### src/rtl/accum_pkg.sv
// accum_pkg: shared types for the accumulator feed block.
//   state_t - control FSM states (IDLE, RUN, HALT).
package accum_pkg;

   typedef enum logic [1:0] {
      IDLE = 2'd0,
      RUN  = 2'd1,
      HALT = 2'd2
   } state_t;

endpackage

### src/rtl/accum_feed_if.sv
// accum_feed_if: valid/ready sample stream into accum_feed.
//   in_valid - sample valid (upstream -> block)
//   in_ready - block can accept (block -> upstream)
//   in_data  - sample, DATA_WIDTH bits
interface accum_feed_if #(
   parameter int DATA_WIDTH = 4
);
   logic                  in_valid;
   logic                  in_ready;
   logic [DATA_WIDTH-1:0] in_data;

   modport master (output in_valid, output in_data, input in_ready);
   modport slave  (input in_valid, input in_data, output in_ready);
endinterface

### src/rtl/sync_fifo.sv
// sync_fifo: single-clock FIFO with occupancy count and synchronous flush.
//   clk, rst (async, active-high)
//   push/wr_data - write when not full; pop/rd_data - read when not empty
//   flush        - empties the FIFO next cycle, overrides push and pop
//   full, empty, fill - status, all derived from the registered count
module sync_fifo #(
   parameter int DATA_WIDTH = 4,
   parameter int FIFO_DEPTH = 4
) (
   input  logic                          clk,
   input  logic                          rst,
   input  logic                          push,
   input  logic                          pop,
   input  logic                          flush,
   input  logic [DATA_WIDTH-1:0]         wr_data,
   output logic [DATA_WIDTH-1:0]         rd_data,
   output logic                          full,
   output logic                          empty,
   output logic [$clog2(FIFO_DEPTH):0]   fill
);
   localparam int AW = $clog2(FIFO_DEPTH);
   localparam int FW = AW + 1;

   logic [DATA_WIDTH-1:0] mem [FIFO_DEPTH];
   logic [AW-1:0]         wr_ptr;
   logic [AW-1:0]         rd_ptr;
   logic                  do_push;
   logic                  do_pop;

   // Status comes only from the registered count, so no pop-to-ready path exists.
   assign full    = (fill == FW'(FIFO_DEPTH));
   assign empty   = (fill == {FW{1'b0}});
   assign do_push = push && !full && !flush;
   assign do_pop  = pop && !empty && !flush;
   assign rd_data = mem[rd_ptr];

   // Storage array write; contents need no reset since only written entries are read.
   always_ff @(posedge clk) begin
      if (do_push) begin
         mem[wr_ptr] <= wr_data;
      end
   end

   // Pointer and occupancy update; pointers wrap naturally as FIFO_DEPTH is a power of two.
   always_ff @(posedge clk or posedge rst) begin
      if (rst) begin
         wr_ptr <= {AW{1'b0}};
         rd_ptr <= {AW{1'b0}};
         fill   <= {FW{1'b0}};
      end else if (flush) begin
         wr_ptr <= {AW{1'b0}};
         rd_ptr <= {AW{1'b0}};
         fill   <= {FW{1'b0}};
      end else begin
         if (do_push) begin
            wr_ptr <= wr_ptr + AW'(1'b1);
         end
         if (do_pop) begin
            rd_ptr <= rd_ptr + AW'(1'b1);
         end
         case ({do_push, do_pop})
            2'b10:   fill <= fill + FW'(1'b1);
            2'b01:   fill <= fill - FW'(1'b1);
            default: fill <= fill;
         endcase
      end
   end
endmodule

### src/rtl/accum_feed.sv
// accum_feed: buffers an input sample stream and feeds windows of WIN_LEN
// samples to a downstream accumulator, halting on accumulator overflow.
//   clk, rst (async, active-high)
//   in_if    - sample stream (slave side of accum_feed_if)
//   start    - opens a window (IDLE only)
//   clr_halt - leaves HALT, flushing buffered samples (HALT only)
//   acc_ovf  - accumulator overflow; blocks the pop and halts
//   acc_en/acc_data - registered sample to the accumulator
//   win_done - one-cycle pulse with the last sample of a window
//   halted, busy - registered state flags; fill - FIFO occupancy
module accum_feed
   import accum_pkg::*;
#(
   parameter int DATA_WIDTH = 4,
   parameter int FIFO_DEPTH = 4,
   parameter int WIN_LEN    = 16
) (
   input  logic                        clk,
   input  logic                        rst,
   accum_feed_if.slave                 in_if,
   input  logic                        start,
   input  logic                        clr_halt,
   input  logic                        acc_ovf,
   output logic                        acc_en,
   output logic [DATA_WIDTH-1:0]       acc_data,
   output logic                        win_done,
   output logic                        halted,
   output logic                        busy,
   output logic [$clog2(FIFO_DEPTH):0] fill
);
   localparam int CW = $clog2(WIN_LEN + 1);
   localparam logic [CW-1:0] LAST_CNT = CW'(WIN_LEN - 1);

   state_t                state;
   logic [CW-1:0]         win_cnt;
   logic                  push;
   logic                  pop;
   logic                  flush;
   logic                  full;
   logic                  empty;
   logic [DATA_WIDTH-1:0] rd_data;

   assign in_if.in_ready = !full;
   assign push           = in_if.in_valid && !full;

   // Pop/flush decode: overflow blocks the pop in the same cycle it is seen.
   always_comb begin
      pop   = 1'b0;
      flush = 1'b0;
      case (state)
         RUN:     pop   = !acc_ovf && !empty;
         HALT:    flush = clr_halt;
         default: begin
            pop   = 1'b0;
            flush = 1'b0;
         end
      endcase
   end

   sync_fifo #(
      .DATA_WIDTH (DATA_WIDTH),
      .FIFO_DEPTH (FIFO_DEPTH)
   ) u_fifo (
      .clk     (clk),
      .rst     (rst),
      .push    (push),
      .pop     (pop),
      .flush   (flush),
      .wr_data (in_if.in_data),
      .rd_data (rd_data),
      .full    (full),
      .empty   (empty),
      .fill    (fill)
   );

   // Control FSM with registered accumulator feed and status outputs.
   always_ff @(posedge clk or posedge rst) begin
      if (rst) begin
         state    <= IDLE;
         win_cnt  <= {CW{1'b0}};
         acc_en   <= 1'b0;
         acc_data <= {DATA_WIDTH{1'b0}};
         win_done <= 1'b0;
         halted   <= 1'b0;
         busy     <= 1'b0;
      end else begin
         acc_en   <= pop;
         win_done <= 1'b0;
         if (pop) begin
            acc_data <= rd_data;
         end
         case (state)
            IDLE: begin
               if (start) begin
                  state   <= RUN;
                  win_cnt <= {CW{1'b0}};
                  busy    <= 1'b1;
               end
            end
            RUN: begin
               if (acc_ovf) begin
                  state  <= HALT;
                  busy   <= 1'b0;
                  halted <= 1'b1;
               end else if (pop) begin
                  // This pop brings the count to WIN_LEN: close the window.
                  if (win_cnt == LAST_CNT) begin
                     state    <= IDLE;
                     busy     <= 1'b0;
                     win_cnt  <= {CW{1'b0}};
                     win_done <= 1'b1;
                  end else begin
                     win_cnt <= win_cnt + CW'(1'b1);
                  end
               end
            end
            HALT: begin
               if (clr_halt) begin
                  state   <= IDLE;
                  halted  <= 1'b0;
                  win_cnt <= {CW{1'b0}};
               end
            end
            default: begin
               state   <= IDLE;
               busy    <= 1'b0;
               halted  <= 1'b0;
               win_cnt <= {CW{1'b0}};
            end
         endcase
      end
   end
endmodule

### src/flat_wrapper.sv
// flat-port wrapper written by rule: the top's interface ports become plain ports
module accum_feed_flat import accum_pkg::*;
#(
   parameter int DATA_WIDTH = 4,
   parameter int FIFO_DEPTH = 4,
   parameter int WIN_LEN    = 16
)
  (clk, rst, start, clr_halt, acc_ovf, acc_en, acc_data, win_done, halted, busy, fill, in_if_in_valid, in_if_in_data, in_if_in_ready);
  accum_feed_if #(.DATA_WIDTH(DATA_WIDTH)) in_if_i ();
  input  logic clk;
  input  logic rst;
  input  logic start;
  input  logic clr_halt;
  input  logic acc_ovf;
  output logic acc_en;
  output logic [DATA_WIDTH-1:0] acc_data;
  output logic win_done;
  output logic halted;
  output logic busy;
  output logic [$clog2(FIFO_DEPTH):0] fill;
  input wire logic [$bits(in_if_i.in_valid)-1:0] in_if_in_valid;
  input wire logic [$bits(in_if_i.in_data)-1:0] in_if_in_data;
  output wire logic [$bits(in_if_i.in_ready)-1:0] in_if_in_ready;
  assign in_if_i.in_valid = in_if_in_valid;
  assign in_if_i.in_data = in_if_in_data;
  assign in_if_in_ready = in_if_i.in_ready;
  accum_feed #(.DATA_WIDTH(DATA_WIDTH), .FIFO_DEPTH(FIFO_DEPTH), .WIN_LEN(WIN_LEN)) u_core (.clk(clk), .rst(rst), .in_if(in_if_i), .start(start), .clr_halt(clr_halt), .acc_ovf(acc_ovf), .acc_en(acc_en), .acc_data(acc_data), .win_done(win_done), .halted(halted), .busy(busy), .fill(fill));
endmodule
### config.mk
export PLATFORM = sky130hd
export DESIGN_NAME = accum_feed_flat
export DESIGN_NICKNAME = d
export VERILOG_FILES = /design/src/rtl/accum_pkg.sv /design/src/rtl/accum_feed_if.sv /design/src/rtl/sync_fifo.sv /design/src/rtl/accum_feed.sv /design/src/flat_wrapper.sv
export SDC_FILE = /design/constraint.sdc
export NUM_CORES = 1
export LEC_CHECK = 0
export ABC_CLOCK_PERIOD_IN_PS = 3200
export CORE_MARGIN = 2
export CORE_UTILIZATION = 27
export DETAILED_ROUTE_END_ITERATION = 16
export GPL_TIMING_DRIVEN = 0
export HOLD_SLACK_MARGIN = 0.03
export SETUP_SLACK_MARGIN = 0.1
export SLEW_MARGIN = 0
export SYNTH_ARGS = -nofsm -noshare
export SYNTH_HDL_FRONTEND = slang
export SYNTH_HIERARCHICAL = 1
export SYNTH_SLANG_ARGS = --single-unit
### constraint.sdc
create_clock -name clk -period 3.2 [get_ports clk]
set_clock_uncertainty 0.1 [all_clocks]
set_input_delay 0.64 -clock clk [delete_from_list [all_inputs] [get_ports clk]]
set_output_delay 0.64 -clock clk [all_outputs]
set_load 0.03 [all_outputs]
### Word level (Yosys, flattened, before mapping)

Memories as Yosys holds them, arrays and structs flattened. A register that Yosys moved wholly into a read port is not among the register bits.
Cells that the tools add are included.

* add/sub/neg operators: 5
* equality and inequality tests: 13
* mux-type cells: 34
* bitwise logic cells: 2
* reductions and logical operators: 19

Operators by type and width (count)
* 5-bit two-way mux: 5
* 2-bit two-way mux: 9
* 5-bit case mux with 3 select lines: 1
* 1-bit two-way mux: 14
* 4-bit AND reduction: 3
* 2-bit inequality test, second input constant: 4
* 1-bit logical AND: 6
* 3-bit by 2-bit inequality test with 1-bit output, second input constant: 2
* 1-bit case mux with 3 select lines: 2
* 2-bit case mux with 3 select lines: 1
* 3-bit case mux with 2 select lines: 1
* 5-bit by 1-bit adder with 5-bit output, second input constant: 1
* 5-bit by 4-bit == test with 1-bit output, second input constant: 1
* 2-bit by 1-bit adder with 2-bit output, second input constant: 2
* 2-bit by 1-bit == test with 1-bit output, second input constant: 2
* 2-bit == test, second input constant: 2
* 1-bit zero test: 4
* 2-bit nonzero test: 2
* 3-bit by 1-bit adder with 3-bit output, second input constant: 1
* 3-bit == test, second input constant: 1
* 3-bit zero test: 1
* 3-bit two-way mux: 1
* 3-bit AND reduction: 1
* 3-bit nonzero test: 1
* 4 further kinds: 5

* flip-flop bits (word level): 18
* bits in writable memories: 16
* input bits: 10
* logic and storage cells: 83
* memories: 1

Memories
* u_core.u_fifo.mem: words 4, width 4, rd ports 1, clocked after Yosys merged registers in 1, write ports 1, line sync_fifo.sv:24 `logic [DATA_WIDTH-1:0] mem [FIFO_DEPTH];`

### Depth between registers and ports, before layout

Gate-level depths: netlist (run 1).

* depth after elaboration: 9
* gate-level depth with buffers: 11

### By module

The synthesis (run 1) kept the hierarchy.

Modules (own cells, without submodules)
* sync_fifo: instances 1, cells each 88, area an instance 1158.6 µm², sequential area each 655.6 µm²
* accum_feed: instances 1, cells each 66, area an instance 760.7 µm², sequential area each 375.4 µm²

### Worst setup path before layout (run 1)

Ideal clock, no wire load.

* path kind: register to register
* from: reg u_core.u_fifo.fill[0]
* to: reg u_core.u_fifo.fill[1]
* setup time: 137 ps
* data arrival time: 2644 ps
* slack: 319 ps
* cell stages (with the launch flop): 10
* path buffers: 2
* period minus slack after synthesis: 2881 ps
* cells stage by stage: dfrtp_1 -> buf_2 -> nor3_1 -> nor4b_4 -> buf_2 -> o31ai_2 -> nor3_1 -> fa_1 -> o2111ai_1 -> a211oi_1

* longest elaborated chain between the ends: 9
* elaborated cells on any way between the ends: 18
* those cells by class: 2 x add/sub; 3 x eq/ne; 3 x mux; 10 x reduce/logical

Ends and longest elaborated chain
* start: declaration: line sync_fifo.sv:19 `output logic [$clog2(FIFO_DEPTH):0] fill`
* start signal: assignment: line sync_fifo.sv:49 `fill <= {FW{1'b0}};`
* start signal: assignment: line sync_fifo.sv:53 `fill <= {FW{1'b0}};`
* start signal: assignment: line sync_fifo.sv:62 `2'b10: fill <= fill + FW'(1'b1);`
* 3-bit zero test (*): line sync_fifo.sv:32 `assign empty = (fill == {FW{1'b0}});`
* via u_core.empty: line accum_feed.sv:40 `logic empty;`
* 1-bit zero test (*): line accum_feed.sv:51 `RUN: pop = !acc_ovf && !empty;`
* 1-bit logical AND (*): line accum_feed.sv:51
* 1-bit two-way mux (*): line accum_feed.sv:50 `case (state)`
* via u_core.pop: line accum_feed.sv:37 `logic pop;`
* 1-bit logical AND (*) (2 in series): line sync_fifo.sv:34 `assign do_pop = pop && !empty && !flush;`
* 2-bit by 1-bit == test with 1-bit output / 2-bit == test (equally long branches): line sync_fifo.sv:61 `case ({do_push, do_pop})`
* 3-bit case mux with 2 select lines: line sync_fifo.sv:61
* 3-bit two-way mux: line sync_fifo.sv:50 `end else if (flush) begin`

Mark *: on every way through the listed nets, which the timed path passes. The rest lies on a longest branch.
A chain may end at the register's enable or synchronous reset.

### Worst setup path in the final report (run 1)

Ends and elaborated chain as after synthesis.

==> metrics, run 1 <==
top_reg_cell synth=dfrtp_1; nets@finish=198; leakage power=0.922 nW; number of iterations in the first detailed-routing pass=4; Fill cells=711; H-tree depth=2; number of flops mapped to enable cells by yosys=16; RSZ-0062 raised after global routing=no; Final Non-Filler Cells=279; asr flop ratio synth=57.9%; Slew @ Worst Pin=0.753 ns; starting density of the core=28.1%; Synth area leader=dfrtp_1; vias in the first global route=1291; syn_area_per_cell=12.5 um^2; DIE WIDTH=88.3 um; Synthesized Nets=170; slew margin rel.=49.4%; Global Route Usage Sum=10.2%; worst setup margin=0.328 ns; Final Wtd Congestion=0.769; Layout area overhead=24.0%; # diodes=0; io pins=22; Final Hold Vio Count=0; Final setup viols=0; core region area=6830 um^2; share of cells above drive strength 1=16.9%; DP HPWL=2540 um; worst hold path type=reg2reg; Port Buf Inserts=20; total grt overflow=0; maximum VDD drop=0.000417 V; Critical Path RT=3.30 ns; DR vias/cell=4.57; startpoint types=flip-flop; max-cap viol count=0; Starting DRT DRC Count=73; Root Driver=clkbuf_8; max-slew violation count=0; status=completed; Worst-path clk slew=0.08 ns; CTS tree=built; Total Wirelength=3600 um; Crit. End Element=flip-flop; Seq cells post-synth=38; Synth top area share=28.7%; ranking of synthesized cells by area=dfrtp_1, edfxtp_1, mux2_4; Yosys cell types=52; initial antenna violation count=0; dpl cells=270; antenna-violating nets left=0; routed vias=1275; Yosys warnings=6; largest net degree at the start of global routing=16; Core Rows=30; sequential fraction of the synthesis area=53.7%; data arrival time of the critical path=2.97 ns; Clock Path Buffers=2; Mapped Area=1920 um^2; utilization after layout=34.8%; die height=88.3 um; WS Path Type=reg2reg; f_max=0.348 GHz; Die ar.=7800 um^2; Post-route DRC=0; power per cell area=937 nW/um^2; dpl cell area=2240 um^2; global-route wire length before repair=6070 um; crit-path max FO=10; Place WS=0.0492 ns; cts hold-fix bufs=0; setup_tns=0 ns; post-route cell area=2380 um^2; clock sink count=38; clk_lat worst skew=0.29 ns; fin crit share=89.8%; CTS buffer count=5; minimum clock period=2.87 ns; WL/cell=12.9 um; Synth Instances=154
==> Yosys cell counts (5+ instances only) <==
master    number
nor2_1         9
o21ai_0        5
a21oi_1        7
inv_1         10
nand2_1        5
nand2b_1       5
edfxtp_1      16
ha_1           5
buf_2          5
dfrtp_1       22
mux2_4         6
==> layout by cell type, fill, tap and decap left out, drive strengths merged, types with 6 or more instances in the layout <==
cell           Yosys  final
dfrtp             22     22
nor2               9      9
inv               11     11
mux2               6      6
clkbuf             2      7
a21oi              7      7
edfxtp            16     16
buf                8      9
clkdlybuf4s50      0     20
==> kinds of logic after synthesis <==
group           Yosys count  share of synthesized area, %
simple gates             46                          14.7
flops                    38                          53.7
compound gates           29                          10.4
buf+inv                  21                          5.61
mux                      11                          9.91
fa+ha+maj                 6                          4.30
xor+xnor                  3                          1.37
==> worst max-delay path, cell delays in order (launching register included) <==
cell	delay, ns
dfrtp_1	0.44
buf_2	0.21
nor3_1	0.63
nor4b_4	0.12
buf_2	0.23
o31ai_2	0.10
nor3_1	0.11
fa_1	0.52
o2111ai_1	0.09
a211oi_1	0.22
==> state kept, by name, summed over array words and instances (netlist names) <==
| signal | flops |
|---|---|
| u_core/acc_data | 4 |
| u_core/acc_en | 1 |
| u_core/busy | 1 |
| u_core/halted | 1 |
| u_core/state | 2 |
| u_core/u_fifo/fill | 3 |
| u_core/u_fifo/mem | 16 |
| u_core/u_fifo/rd_ptr | 2 |
| u_core/u_fifo/wr_ptr | 2 |
| u_core/win_cnt | 5 |
| u_core/win_done | 1 |
==> timing repair <==
action	in CTS	in global routing
setup buffers	1	0
setup endpoints to repair	2	0
resized for setup	0	0
hold endpoints to repair	0	0
==> layer usage <==
metal / track usage, % / wire [um] / vias up
met5: 0 / 0 / -
met1: 12.6 / 1620 / 614
met2: 16.4 / 1780 / 37
li1: - / - / 622
met3: 3.36 / 178 / 2
met4: 4.27 / 21 / 0
==> layout make-up <==
class | instances | area [um^2] | area share (%)
sequential | 38 | 1030 | 43.3
multi-input combinational | 95 | 781 | 32.8
timing repair buffer | 21 | 208 | 8.73
tap | 96 | 120 | 5.05
clock buffer | 5 | 68.8 | 2.89
buffer | 10 | 66.3 | 2.79
clock inverter | 3 | 63.8 | 2.68
inverter | 11 | 41.3 | 1.74
==> final timing paths <==
| path | depth (start not counted) | slack [ns] | start | end |
|---|---|---|---|---|
| max in group asynchronous | 2 | 1.96 | rst | u_core/acc_en |
| worst max-delay path | 9 | 0.33 | u_core/u_fifo/fill[0] | u_core/u_fifo/fill[1] |
| worst min-delay path | 2 | 0.42 | u_core/halted | u_core/halted |
| worst min register to register | 2 | 0.42 | u_core/halted | u_core/halted |
| min in group asynchronous | 2 | 0.53 | rst | u_core/u_fifo/fill[1] |
| worst max register to register | 9 | 0.33 | u_core/u_fifo/fill[0] | u_core/u_fifo/fill[1] |
==> report_power, final <==
part	leakage (nW)	switching [mW]	total (mW)	internal, mW
Clock	0.0658	0.168	0.476	0.308
Combinational	0.432	0.541	0.992	0.451
Sequential	0.424	0.103	0.761	0.658
==> per-stage QoR <==
stage	power, mW	hold slack, ns
2_1_floorplan	1.47	0.343
3_3_place_gp	1.74	0.403
4_1_cts	2.25	0.423
3_5_place_dp	1.76	0.407
5_1_grt	2.38	0.431
6_report	2.23	0.415
(Power assumes the default switching activity.)
==> inputs of run 2 (changes only) <==
- REMOVE_ABC_BUFFERS: default -> 1
==> run 2 against run 1 <==
Net effect:
- count of clock-buffer cells in the layout increased by 2
- setup slack got worse by 0.014 ns
- routed wire length decreased by 3.3%
- sequential power increased by 12%
- die area unchanged
- highest routed layer unchanged
- critical path type is now in2reg
==> metrics, run 2 (synthesis results as in run 1) <==
status=completed; minimum clock period=2.89 ns (+0.0138 ns); data arrival time of the critical path=2.92 ns (-0.05 ns); Clock Path Buffers=2 (unchanged); worst r2r dst=u_core/u_fifo/fill[1]; worst hold path type=reg2reg; Starting DRT DRC Count=57 (-22%); Worst-path clk slew=0.07 ns (about the same); Post-route DRC=0 (unchanged); core region area=6830 um^2 (unchanged); starting density of the core=28.1% (unchanged); RSZ-0062 raised after global routing=no; part of the power in registers=41.8% (+7.7 points); Die ar.=7800 um^2 (unchanged); power per cell area=887 nW/um^2 (-5.3%); max-slew violation count=0 (unchanged); post-route cell area=2300 um^2 (-3.5%); total grt overflow=0 (unchanged); Slowest-stage cell, CP=nor4b_4; max reg flops=16 (unchanged); Tot Pwr=2.04 mW (-8.6%); clock share of power=16.3% (-5.1 points); delay-heaviest family, CP=simple AND/OR/NAND/NOR gates; nets@finish=189 (-4.5%); postcts setup bufs=0 (-1); Final setup viols=0 (unchanged); initial antenna violation count=0 (unchanged); routed vias=1250 (-2.0%); global-route wire length before repair=5890 um (-3.0%); Hold Path Depth=1 (-1); Biggest register=u_core/u_fifo/mem; clk_lat worst skew=0.28 ns (about the same); maximum VDD drop=0.000426 V (+2.2%); WL/cell=12.9 um (about the same); f_max=0.347 GHz (-0.48%); R2R Setup Slk=0.51 ns (+0.18 ns); # diodes=0 (unchanged); CTS buffer count=5 (unchanged); share of cells above drive strength 1=14.4% (-2.6 points); clock sink count=38 (unchanged); DR vias/cell=4.63 (+1.3%); Final Hold Vio Count=0 (unchanged); WS Path Type=in2reg; Worst Path Buf+Inv=1 (-1); Top Registers=u_core/u_fifo/mem (16), u_core/win_cnt (5), u_core/acc_data (4); P_int=1.24 mW (-12%); CTS tree=built; Final Non-Filler Cells=270 (-3.2%); number of iterations in the first detailed-routing pass=4 (unchanged); largest net degree at the start of global routing=16 (unchanged); utilization after layout=33.6% (-1.2 points); fin crit share=90.2% (+0.43 points); Final Wtd Congestion=0.776 (+0.86%); Critical Path RT=3.24 ns (-0.06 ns); DIE WIDTH=88.3 um (unchanged); Port Buf Inserts=21 (+5.0%); Global Route Usage Sum=9.95% (-0.24 points); Core Rows=30 (unchanged); leakage power=0.864 nW (-6.3%); Worst Reg-to-Reg Cells=7 (-2); sw frac=38.9% (+2.5 points); Slew @ Worst Pin=1.23 ns (+0.473 ns); combinational group share of total power=41.8% (-2.7 points); DP HPWL=2450 um (-3.7%); H-tree depth=2 (unchanged); worst hold endpoint=u_core/acc_data[2]; Layout area overhead=19.7%; max-cap viol count=0 (unchanged); Crit. End Element=flip-flop; Root Driver=clkbuf_8; crit-path cells=clkdlybuf4s50_1 -> nor4b_4 -> o31ai_2 -> nor3_1 -> fa_1 -> o2111ai_1 -> a211oi_1; antenna-violating nets left=0 (unchanged); most common cell after layout, fill and taps aside=dfrtp_1; dpl cell area=2180 um^2 (-2.5%); worst min-delay path startpoint=u_core/acc_data[2]; worst hold margin=0.412 ns (-0.00328 ns); die height=88.3 um (unchanged); CP peak stage delay=0.62 ns (about the same); Net Sw Power=0.794 mW (-2.3%); crit-path max FO=10 (unchanged); Total Wirelength=3480 um (-3.3%); most frequent cells in the layout=dfrtp_1, clkdlybuf4s50_1, edfxtp_1; worst r2r src=u_core/u_fifo/fill[0]; slew margin rel.=18.0% (-31 points); vias in the first global route=1220 (-5.5%); startpoint types=input port; io pins=22 (unchanged); dpl cells=261 (-3.3%)
-- run 2: worst max-delay path by stage --
stage                               start                    end  slack [ns]  cells past startpoint
global route                      acc_ovf  u_core/u_fifo/fill[1]        0.12                      7
global placement                  acc_ovf  u_core/u_fifo/fill[1]       -0.40                      7
CTS                               acc_ovf  u_core/u_fifo/fill[1]        0.26                      7
finish                            acc_ovf  u_core/u_fifo/fill[1]        0.31                      7
floorplan           u_core/u_fifo/fill[0]  u_core/u_fifo/fill[1]        0.25                      7
detailed placement                acc_ovf  u_core/u_fifo/fill[1]       -0.44                      7
-- run 2: cell type report --
cell class / count / area, um^2
well taps: 96 / 120
clock inverters: 1 / 5.00
clock buffers: 7 / 86.3
multi-input cells: 96 / 803
fillers: 693 / 4530
flip-flops and latches: 38 / 1030
repair buffers: 21 / 210
inverters: 11 / 41.3
-- run 2: worst reg2reg max path, delay by kind of cell, from the launching register on --
family / cells / cell delay, ns
DFF: 1 / 0.65
AOI/OAI and AO/OA: 3 / 0.37
adders and majority gates: 1 / 0.47
and+or+nand+nor: 3 / 0.97
-- run 2: routing by layer --
metal  global-route usage [%]  share of wire, %
met1                     13.3                46
met2                     15.0                48
met3                     2.89               4.8
met4                     4.41               1.6
met5                        0                 0
-- run 2: through the flow --
step / setup WS [ns] / TNS, ns
finish: 0.314 / 0
global route: 0.123 / 0
CTS: 0.260 / 0
detailed placement: -0.440 / -0.749
global placement: -0.401 / -0.688
floorplan: 0.254 / 0
-- run 2: what timing repair did --
| action | 4_1_cts | 5_1_grt |
|---|---|---|
| resized for setup | 0 | 2 |
| cloned | 1 | 0 |
| pin swaps | 1 | 1 |
| hold buffers | 0 | 0 |
| setup endpoints to repair | 2 | 1 |
-- run 2: power groups by stage --
| stage | clock (mW) | sequential (mW) | combinational (mW) |
|---|---|---|---|
| detailed placement | 0 | 0.860 | 0.845 |
| global placement | 0 | 0.854 | 0.828 |
| global route | 0.366 | 0.886 | 0.940 |
| floorplan | 0 | 0.925 | 0.495 |
| CTS | 0.346 | 0.856 | 0.858 |
| finish | 0.333 | 0.852 | 0.853 |
